### config.mk
export PLATFORM = sky130hd
export DESIGN_NAME = cache_miss_arbiter
export DESIGN_NICKNAME = d
export VERILOG_FILES = /design/src/rtl/cache_miss_arbiter.sv
export SDC_FILE = /design/constraint.sdc
export NUM_CORES = 1
export LEC_CHECK = 0
export ABC_AREA = 1
export BUFFER_PORTS_ARGS = -buffer_cell sky130_fd_sc_hd__buf_2
export CAP_MARGIN = 20
export CORE_MARGIN = 2
export CORE_UTILIZATION = 35
export CTS_CLUSTER_SIZE = 28
export DETAILED_ROUTE_END_ITERATION = 16
export MAX_ROUTING_LAYER = met4
export PLACE_DENSITY = 0.7
export SYNTH_ARGS = -nofsm -noshare
export SYNTH_HDL_FRONTEND = slang
export SYNTH_SLANG_ARGS = --single-unit
### constraint.sdc
create_clock -name clk -period 2.1 [get_ports clk]
set_input_delay 0.525 -clock clk [delete_from_list [all_inputs] [get_ports clk]]
set_output_delay 0.525 -clock clk [all_outputs]
set_load 0.02 [all_outputs]
### src/rtl/cache_miss_arbiter.sv
// rtl/cache_miss_arbiter.sv - shares one L2/bus port between the L1 I-cache and D-cache
// Optional statistics counters are enabled by defining ARB_STATS_EN.
module cache_miss_arbiter #(
  parameter int ADDR_W      = 32,
  parameter int MAX_WAIT    = 4,
  parameter int RSP_TIMEOUT = 64,
  parameter int CNT_W       = 16
) (
  input  logic              clk,
  input  logic              rst_n,
  input  logic              i_req_valid,
  input  logic [ADDR_W-1:0] i_req_addr,
  output logic              i_req_ready,
  input  logic              d_req_valid,
  input  logic [1:0]        d_req_op,
  input  logic [ADDR_W-1:0] d_req_addr,
  output logic              d_req_ready,
  output logic              bus_valid,
  output logic [1:0]        bus_op,
  output logic [ADDR_W-1:0] bus_addr,
  output logic              bus_src,
  input  logic              bus_ready,
  input  logic              bus_rsp_valid,
  output logic              i_rsp_valid,
  output logic              d_rsp_valid,
  output logic              rsp_timeout,
  output logic              busy
`ifdef ARB_STATS_EN
  ,
  output logic [CNT_W-1:0]  i_grant_cnt,
  output logic [CNT_W-1:0]  d_grant_cnt,
  output logic [CNT_W-1:0]  wb_cnt,
  output logic [CNT_W-1:0]  stall_cnt
`endif
);

  localparam logic [1:0] OP_READ = 2'b00;
  localparam logic [1:0] OP_WB   = 2'b10;
  localparam int         TW      = $clog2(RSP_TIMEOUT);

  typedef enum logic [1:0] {IDLE, ISSUE, WAIT_RSP} state_t;

  state_t        state;
  logic          last_grant;
  logic [3:0]    i_wait;
  logic [3:0]    d_wait;
  logic [TW-1:0] tmo_cnt;
  logic          d_wb;
  logic          i_force;
  logic          d_force;
  logic          grant_d;
  logic          tmo_hit;
  logic          rsp_hit;

  assign d_wb    = d_req_valid && (d_req_op == OP_WB);
  assign i_force = i_req_valid && (i_wait == 4'(MAX_WAIT));
  assign d_force = d_req_valid && (d_wait == 4'(MAX_WAIT));

  // A starved requester outranks a writeback so that a continuous writeback
  // stream cannot hold off an I fetch for more than MAX_WAIT arbitrations.
  always_comb begin
    grant_d = 1'b0;
    if (i_force && !d_force)
      grant_d = 1'b0;
    else if (d_force && !i_force)
      grant_d = 1'b1;
    else if (d_wb)
      grant_d = 1'b1;
    else if (i_req_valid && d_req_valid)
      grant_d = !last_grant;
    else
      grant_d = d_req_valid;
  end

  assign i_req_ready = rst_n && (state == IDLE) && i_req_valid && !grant_d;
  assign d_req_ready = rst_n && (state == IDLE) && d_req_valid && grant_d;

  assign tmo_hit     = (tmo_cnt == TW'(RSP_TIMEOUT - 1));
  assign rsp_hit     = (state == WAIT_RSP) && bus_rsp_valid;
  assign i_rsp_valid = rsp_hit && !bus_src;
  assign d_rsp_valid = rsp_hit && bus_src;
  assign rsp_timeout = (state == WAIT_RSP) && !bus_rsp_valid && tmo_hit;
  assign busy        = (state != IDLE);

  always_ff @(posedge clk or negedge rst_n) begin
    if (!rst_n) begin
      state      <= IDLE;
      last_grant <= 1'b1;
      i_wait     <= '0;
      d_wait     <= '0;
      tmo_cnt    <= '0;
      bus_valid  <= 1'b0;
      bus_op     <= OP_READ;
      bus_addr   <= '0;
      bus_src    <= 1'b0;
    end else begin
      if (!i_req_valid || i_req_ready)
        i_wait <= '0;
      else if (state == IDLE && i_wait != 4'(MAX_WAIT))
        i_wait <= i_wait + 4'd1;

      if (!d_req_valid || d_req_ready)
        d_wait <= '0;
      else if (state == IDLE && d_wait != 4'(MAX_WAIT))
        d_wait <= d_wait + 4'd1;

      case (state)
        IDLE: begin
          if (i_req_ready || d_req_ready) begin
            state      <= ISSUE;
            last_grant <= grant_d;
            bus_valid  <= 1'b1;
            bus_src    <= grant_d;
            bus_addr   <= grant_d ? d_req_addr : i_req_addr;
            bus_op     <= (!grant_d || d_req_op == 2'b11) ? OP_READ : d_req_op;
          end
        end
        ISSUE: begin
          if (bus_ready) begin
            bus_valid <= 1'b0;
            tmo_cnt   <= '0;
            state     <= (bus_op == OP_WB) ? IDLE : WAIT_RSP;
          end
        end
        WAIT_RSP: begin
          if (bus_rsp_valid || tmo_hit)
            state <= IDLE;
          else
            tmo_cnt <= tmo_cnt + 1'b1;
        end
        default: state <= IDLE;
      endcase
    end
  end

`ifdef ARB_STATS_EN
  always_ff @(posedge clk or negedge rst_n) begin
    if (!rst_n) begin
      i_grant_cnt <= '0;
      d_grant_cnt <= '0;
      wb_cnt      <= '0;
      stall_cnt   <= '0;
    end else begin
      if (i_req_ready && i_grant_cnt != '1)
        i_grant_cnt <= i_grant_cnt + 1'b1;
      if (d_req_ready && d_grant_cnt != '1)
        d_grant_cnt <= d_grant_cnt + 1'b1;
      if (d_req_ready && d_wb && wb_cnt != '1)
        wb_cnt <= wb_cnt + 1'b1;
      // Nonzero only if IDLE ever leaves a pending request unserved.
      if (state == IDLE && (i_req_valid || d_req_valid) && !i_req_ready && !d_req_ready
          && stall_cnt != '1)
        stall_cnt <= stall_cnt + 1'b1;
    end
  end
`endif

endmodule

# After elaboration in Yosys (flattened, before gate mapping)
# Index checks and enable logic that the tools add are counted.
# Widths: inputs -> output; s select.
dict set report word_totals {
  reg_bits 53
  word_cells 88
}
dict set report classes {
  n_addsub 3
  eq_ne 14
  muxes 21
  n_reduce_logical 41
}
# cell count
set ops {}
lappend ops {{$mux 32} 1}
lappend ops {{$logic_and 1x1->1} 18}
lappend ops {{$mux 4} 4}
lappend ops {{$mux 6} 2}
lappend ops {{$pmux 6 s2} 1}
lappend ops {{$mux 2} 5}
lappend ops {{$reduce_bool 2->1} 5}
lappend ops {{$reduce_and 3->1} 3}
lappend ops {{$add 4x1->4 const B} 2}
lappend ops {{$eq 2x2->1 const B} 4}
lappend ops {{$eq 4x3->1 const B} 2}
lappend ops {{$logic_not 1->1} 8}
lappend ops {{$ne 4x3->1 const B} 2}
lappend ops {{$add 6x1->6 const B} 1}
lappend ops {{$eq 6x6->1 const B} 1}
lappend ops {{$mux 1} 6}
lappend ops {{$pmux 2 s3} 1}
lappend ops {{$logic_or 1x1->1} 5}
lappend ops {{$ne 2x1->1 const B} 2}
lappend ops {{$ne 2x2->1 const B} 2}
lappend ops {{$eq 2x1->1 const B} 1}
lappend ops {{$logic_not 2->1} 1}
lappend ops {{$pmux 1 s2} 1}
lappend ops {{$reduce_and 2->1} 1}

# Longest topological paths before layout
dict set report logic_depth {
  depth_word 11
  depth_mapped 13
  ltp_nobuf 12
}

# Worst setup path before layout
# No wires, ideal clock.
dict set report synth_timing {
  path_kind {flip-flop to output port}
  start {reg d_wait[0]}
  end {out d_req_ready}
  t_arrival_ns 1.377
  required_ns 1.575
  setup_slack_ns 0.198
  stages_incl_launch_ff 10
  n_path_buf 1
  path_cell_list {dfrtp_1 > inv_1 > ha_1 > nand2_1 > nor2_1 > nand2_1 > nand3_4 > nand3_4 > buf_8 > inv_1}
}
dict set report synth_via {
  elab_chain_len 6
}
# element line
set synth_lines {}
lappend synth_lines {{start: declaration} 46} ;# logic [3:0] d_wait;
lappend synth_lines {{start signal: assignment} 105} ;# d_wait <= d_wait + 4'd1;
lappend synth_lines {{$eq 4x3->1 *} 57} ;# assign d_force = d_req_valid && (d_wait == 4'(MAX_WAIT));
lappend synth_lines {{$logic_and 1x1->1 *} 57}
lappend synth_lines {{$logic_and 1x1->1 / $logic_not 1->1 (equally long branches)} {65, 63}}
lappend synth_lines {{$mux 1 / $logic_and 1x1->1 (equally long branches)} {65, 63}}
lappend synth_lines {{$mux 1 *} 63} ;# if (i_force && !d_force)
lappend synth_lines {{$logic_and 1x1->1 *} 76} ;# assign d_req_ready = rst_n && (state == IDLE) && d_req_valid && grant_d;
lappend synth_lines {{end: declaration} 17} ;# output logic d_req_ready,
# Every way passes the cells marked *; elsewhere a longest branch is shown, timed or not.

# Final worst setup path
dict set report layout_timing {
  start {reg i_wait[0]}
  end {out i_req_ready}
}
dict set report layout_via {
  elab_chain_len 8
}
# element line
set layout_lines {}
lappend layout_lines {{start: declaration} 45} ;# logic [3:0] i_wait;
lappend layout_lines {{start signal: assignment} 100} ;# i_wait <= i_wait + 4'd1;
lappend layout_lines {{$eq 4x3->1 *} 56} ;# assign i_force = i_req_valid && (i_wait == 4'(MAX_WAIT));
lappend layout_lines {{$logic_and 1x1->1 *} 56}
lappend layout_lines {{$logic_not 1->1} 65} ;# else if (d_force && !i_force)
lappend layout_lines {{$logic_and 1x1->1} 65}
lappend layout_lines {{$mux 1} 65}
lappend layout_lines {{$mux 1 *} 63}
lappend layout_lines {{$logic_not 1->1 *} 75} ;# assign i_req_ready = rst_n && (state == IDLE) && i_req_valid && !grant_d;
lappend layout_lines {{$logic_and 1x1->1 *} 75}
lappend layout_lines {{end: declaration} 13} ;# output logic i_req_ready,
# Marked as above.

==> impl_metrics.json <==
{
  "rsz0062_at_grt": "true",
  "start_kind": "flip-flop",
  "grt_use_met2_pct": 29.43,
  "grt.total_usage_pct": 17.23,
  "hold_ws_ps": 360.9,
  "antenna_found_initial": 0,
  "cts_tree": "built",
  "cpPeakStageDelay_ps": 400,
  "syn_nets": 477,
  "use_met1_pct": 21.68,
  "r2r_slack_ps": 200,
  "synth_largest_area_cell": "dfrtp_1",
  "pin_count": 114,
  "path_class": "flip-flop to primary output",
  "rr_endpoint": "bus_op[1]",
  "grt-busiest-layer": "met2",
  "die_h_um": 96.99,
  "cts.sinks": 53,
  "ys_seq_elements": 53,
  "placedInstanceArea_um2": 3641,
  "synth.avg_cell_area_um2": 7.567,
  "grt_first_pass_wirelength_um": 13040,
  "drive_gt1_share_pct": 34.48,
  "yosys-top-cells-area": "dfrtp_1 (43%), nand2_1 (20%), nand3_1 (11%)",
  "finalPower_mw": 4.561,
  "cp-end-kind": "primary output",
  "final_max_slew_viol_count": 0,
  "n_fill_cell": 866,
  "via_per_inst": 4.699,
  "violations": "setup timing",
  "ant_nets": 0,
  "port_buffers": 113,
  "finalSetupViolations": 1,
  "placedCellCount": 607,
  "grt_max_degree": 54,
  "synth_cell_type_count": 26,
  "syn_inst": 400,
  "synth_area_um2": 3027,
  "r2r-start": "d_wait[0]",
  "areaGrowthSynthToFinish_pct": 29.23,
  "place_ws_ps": 128.9,
  "status": "complete, but fails checks",
  "dr.first_iter.drc_count": 56,
  "vias": 2946,
  "fin_cells": 627,
  "cts_buffer_depth": 2,
  "crit_chain": "inv_2, ha_4, nand2_4, nor2_4, buf_4, nand3_4, nand2_4, nand3_4, inv_2, buf_6",
  "worstRegToRegCells": 12,
  "core_um2": 8299,
  "drv_cap": 0,
  "tns_ps": -29.25,
  "clkLatencyLatePin_ps": 300,
  "path_delay_family": "simple AND/OR/NAND/NOR gates",
  "setup_ws_ps": -29.25,
  "multi_input_area_um2": 1516,
  "layout_common_cells": "nand2_1 (158), buf_2 (111), nand3_1 (62)",
  "yosysSeqAreaShare_pct": 43.86,
  "gp_congestion": 0.7654,
  "max_slew.worst_pin.slew_ps": 661.9,
  "post_drt_wl_per_cell_um": 12.61,
  "synth_top_cell_area_share_pct": 42.99,
  "antennaDiodeCount": 0,
  "fin_crit_sh_pct": 101.4,
  "arrival_ps": 1600,
  "ir_worst_vdd_mv": 0.4943,
  "power_leakage_nw": 2.234,
  "ys.warnings.count": 0,
  "drt-total-wl_um": 7908,
  "final_util_pct": 47.13,
  "maxClockFrequency_mhz": 469.6,
  "layout_min_cycle_time_ps": 2129,
  "slowest_stage": "dfrtp_1",
  "layout_commonest_cell": "nand2_1",
  "dpl.hpwl_um": 5641,
  "nets": 598,
  "htreeDepth": 2,
  "power.density_nw_per_um2": 1166,
  "finClkSkew_ps": 13.01,
  "grt.overflow.total": 0,
  "die_w_um": 96.99,
  "cp_num_buf_inv": 4,
  "grt.met3_usage_pct": 3.035,
  "cp_data_required_time_ps": 1570,
  "num_rows": 33,
  "clkTransAtPathRegs_ps": 100,
  "clock_tree.root_cell": "clkbuf_8",
  "hold_violations": 0,
  "cts_buffers": 5,
  "drc": 0,
  "grt_pass1_vias": 2776,
  "initial_utilization_pct": 36.47,
  "drt_pass1_iterations": 4,
  "worst-path-max-fanout": 3,
  "regArea_um2": 1329,
  "final_cell_area_um2": 3911,
  "relSlewSlack_pct": 55.87,
  "die_area_um2": 9407,
  "hold_class": "input pin to async pin"
}
-- cell type report --
cell class	count	area share, %
Sequential cell	53	33.97
Clock inverter	1	0.1280
Tap cell	105	3.359
Inverter	26	2.495
Timing Repair Buffer	134	18.81
Clock buffer	7	2.463
Multi-Input combinational cell	301	38.77
-- kinds of logic after synthesis --
kind of cell	synth area share, %
AOI/OAI and AO/OA	2.522
buffers and inverters	8.185
adders and majority gates	2.067
and+or+nand+nor	41.63
xor gates and xnor gates	1.736
DFF	43.86
-- worst reg2reg max path: stages (launching register included) --
cell	delay (ps)
dfrtp_1	400
inv_2	60
ha_2	180
nand2_2	70
nor2_4	120
nand2_2	70
nand3_4	90
nand3_4	80
buf_4	150
nand2_4	310
inv_1	140
nand2_1	80
nand2_1	40
-- flip-flops by register name (all words and copies together) (netlist names) --
name        cells
bus_addr       32
bus_op          2
bus_src         1
bus_valid       1
d_wait          4
i_wait          4
last_grant      1
state           2
tmo_cnt         6
-- what timing repair did --
item / in CTS / in global routing
pin swaps: 4 / 8
setup buffers: 7 / 5
setup endpoints to repair: 2 / 4
resized for setup: 12 / 12
hold buffers: 0 / 0
-- how the worst max path moves through the flow --
| stage | from | end | slack (ps) | cells after the start |
|---|---|---|---|---|
| floorplan | d_wait[0] | d_req_ready | 200 | 9 |
| global placement | i_req_valid | i_req_ready | 180 | 8 |
| detailed placement | i_req_valid | i_req_ready | 130 | 8 |
| CTS | i_wait[0] | i_req_ready | -80 | 11 |
| global route | d_wait[1] | i_req_ready | -120 | 10 |
| finish | i_wait[0] | i_req_ready | -30 | 10 |
-- per-layer routing --
layer / share of wire [%] / up-vias
met3: 5.3 / 5
li1: - / 1512
met1: 45 / 1340
met4: 0.61 / 0
met5: 0 / -
met2: 49 / 89
-- report_power, final --
part	internal [mW]	switching (mW)	total, mW
Sequential	1.42	0.261	1.68
Clock	0.298	0.314	0.612
Combinational	0.837	1.43	2.27
Total	2.55	2.01	4.56
-- cells in the mapped netlist --
master,count
xnor2_1,1
inv_2,1
inv_1,25
a31oi_1,1
nand3_1,64
nor2_4,1
or2_2,2
nand3_4,2
dfstp_2,1
xor2_1,5
buf_4,5
buf_8,1
nor2_1,22
dfrtp_1,52
nor3_1,4
nand3_2,10
buf_6,2
buf_12,1
buf_2,11
nand4_1,4
nand2_2,3
o21ai_0,8
ha_1,5
nand2_4,3
nand2_1,160
a21oi_1,6
Power figures use the tool's default switching activity.
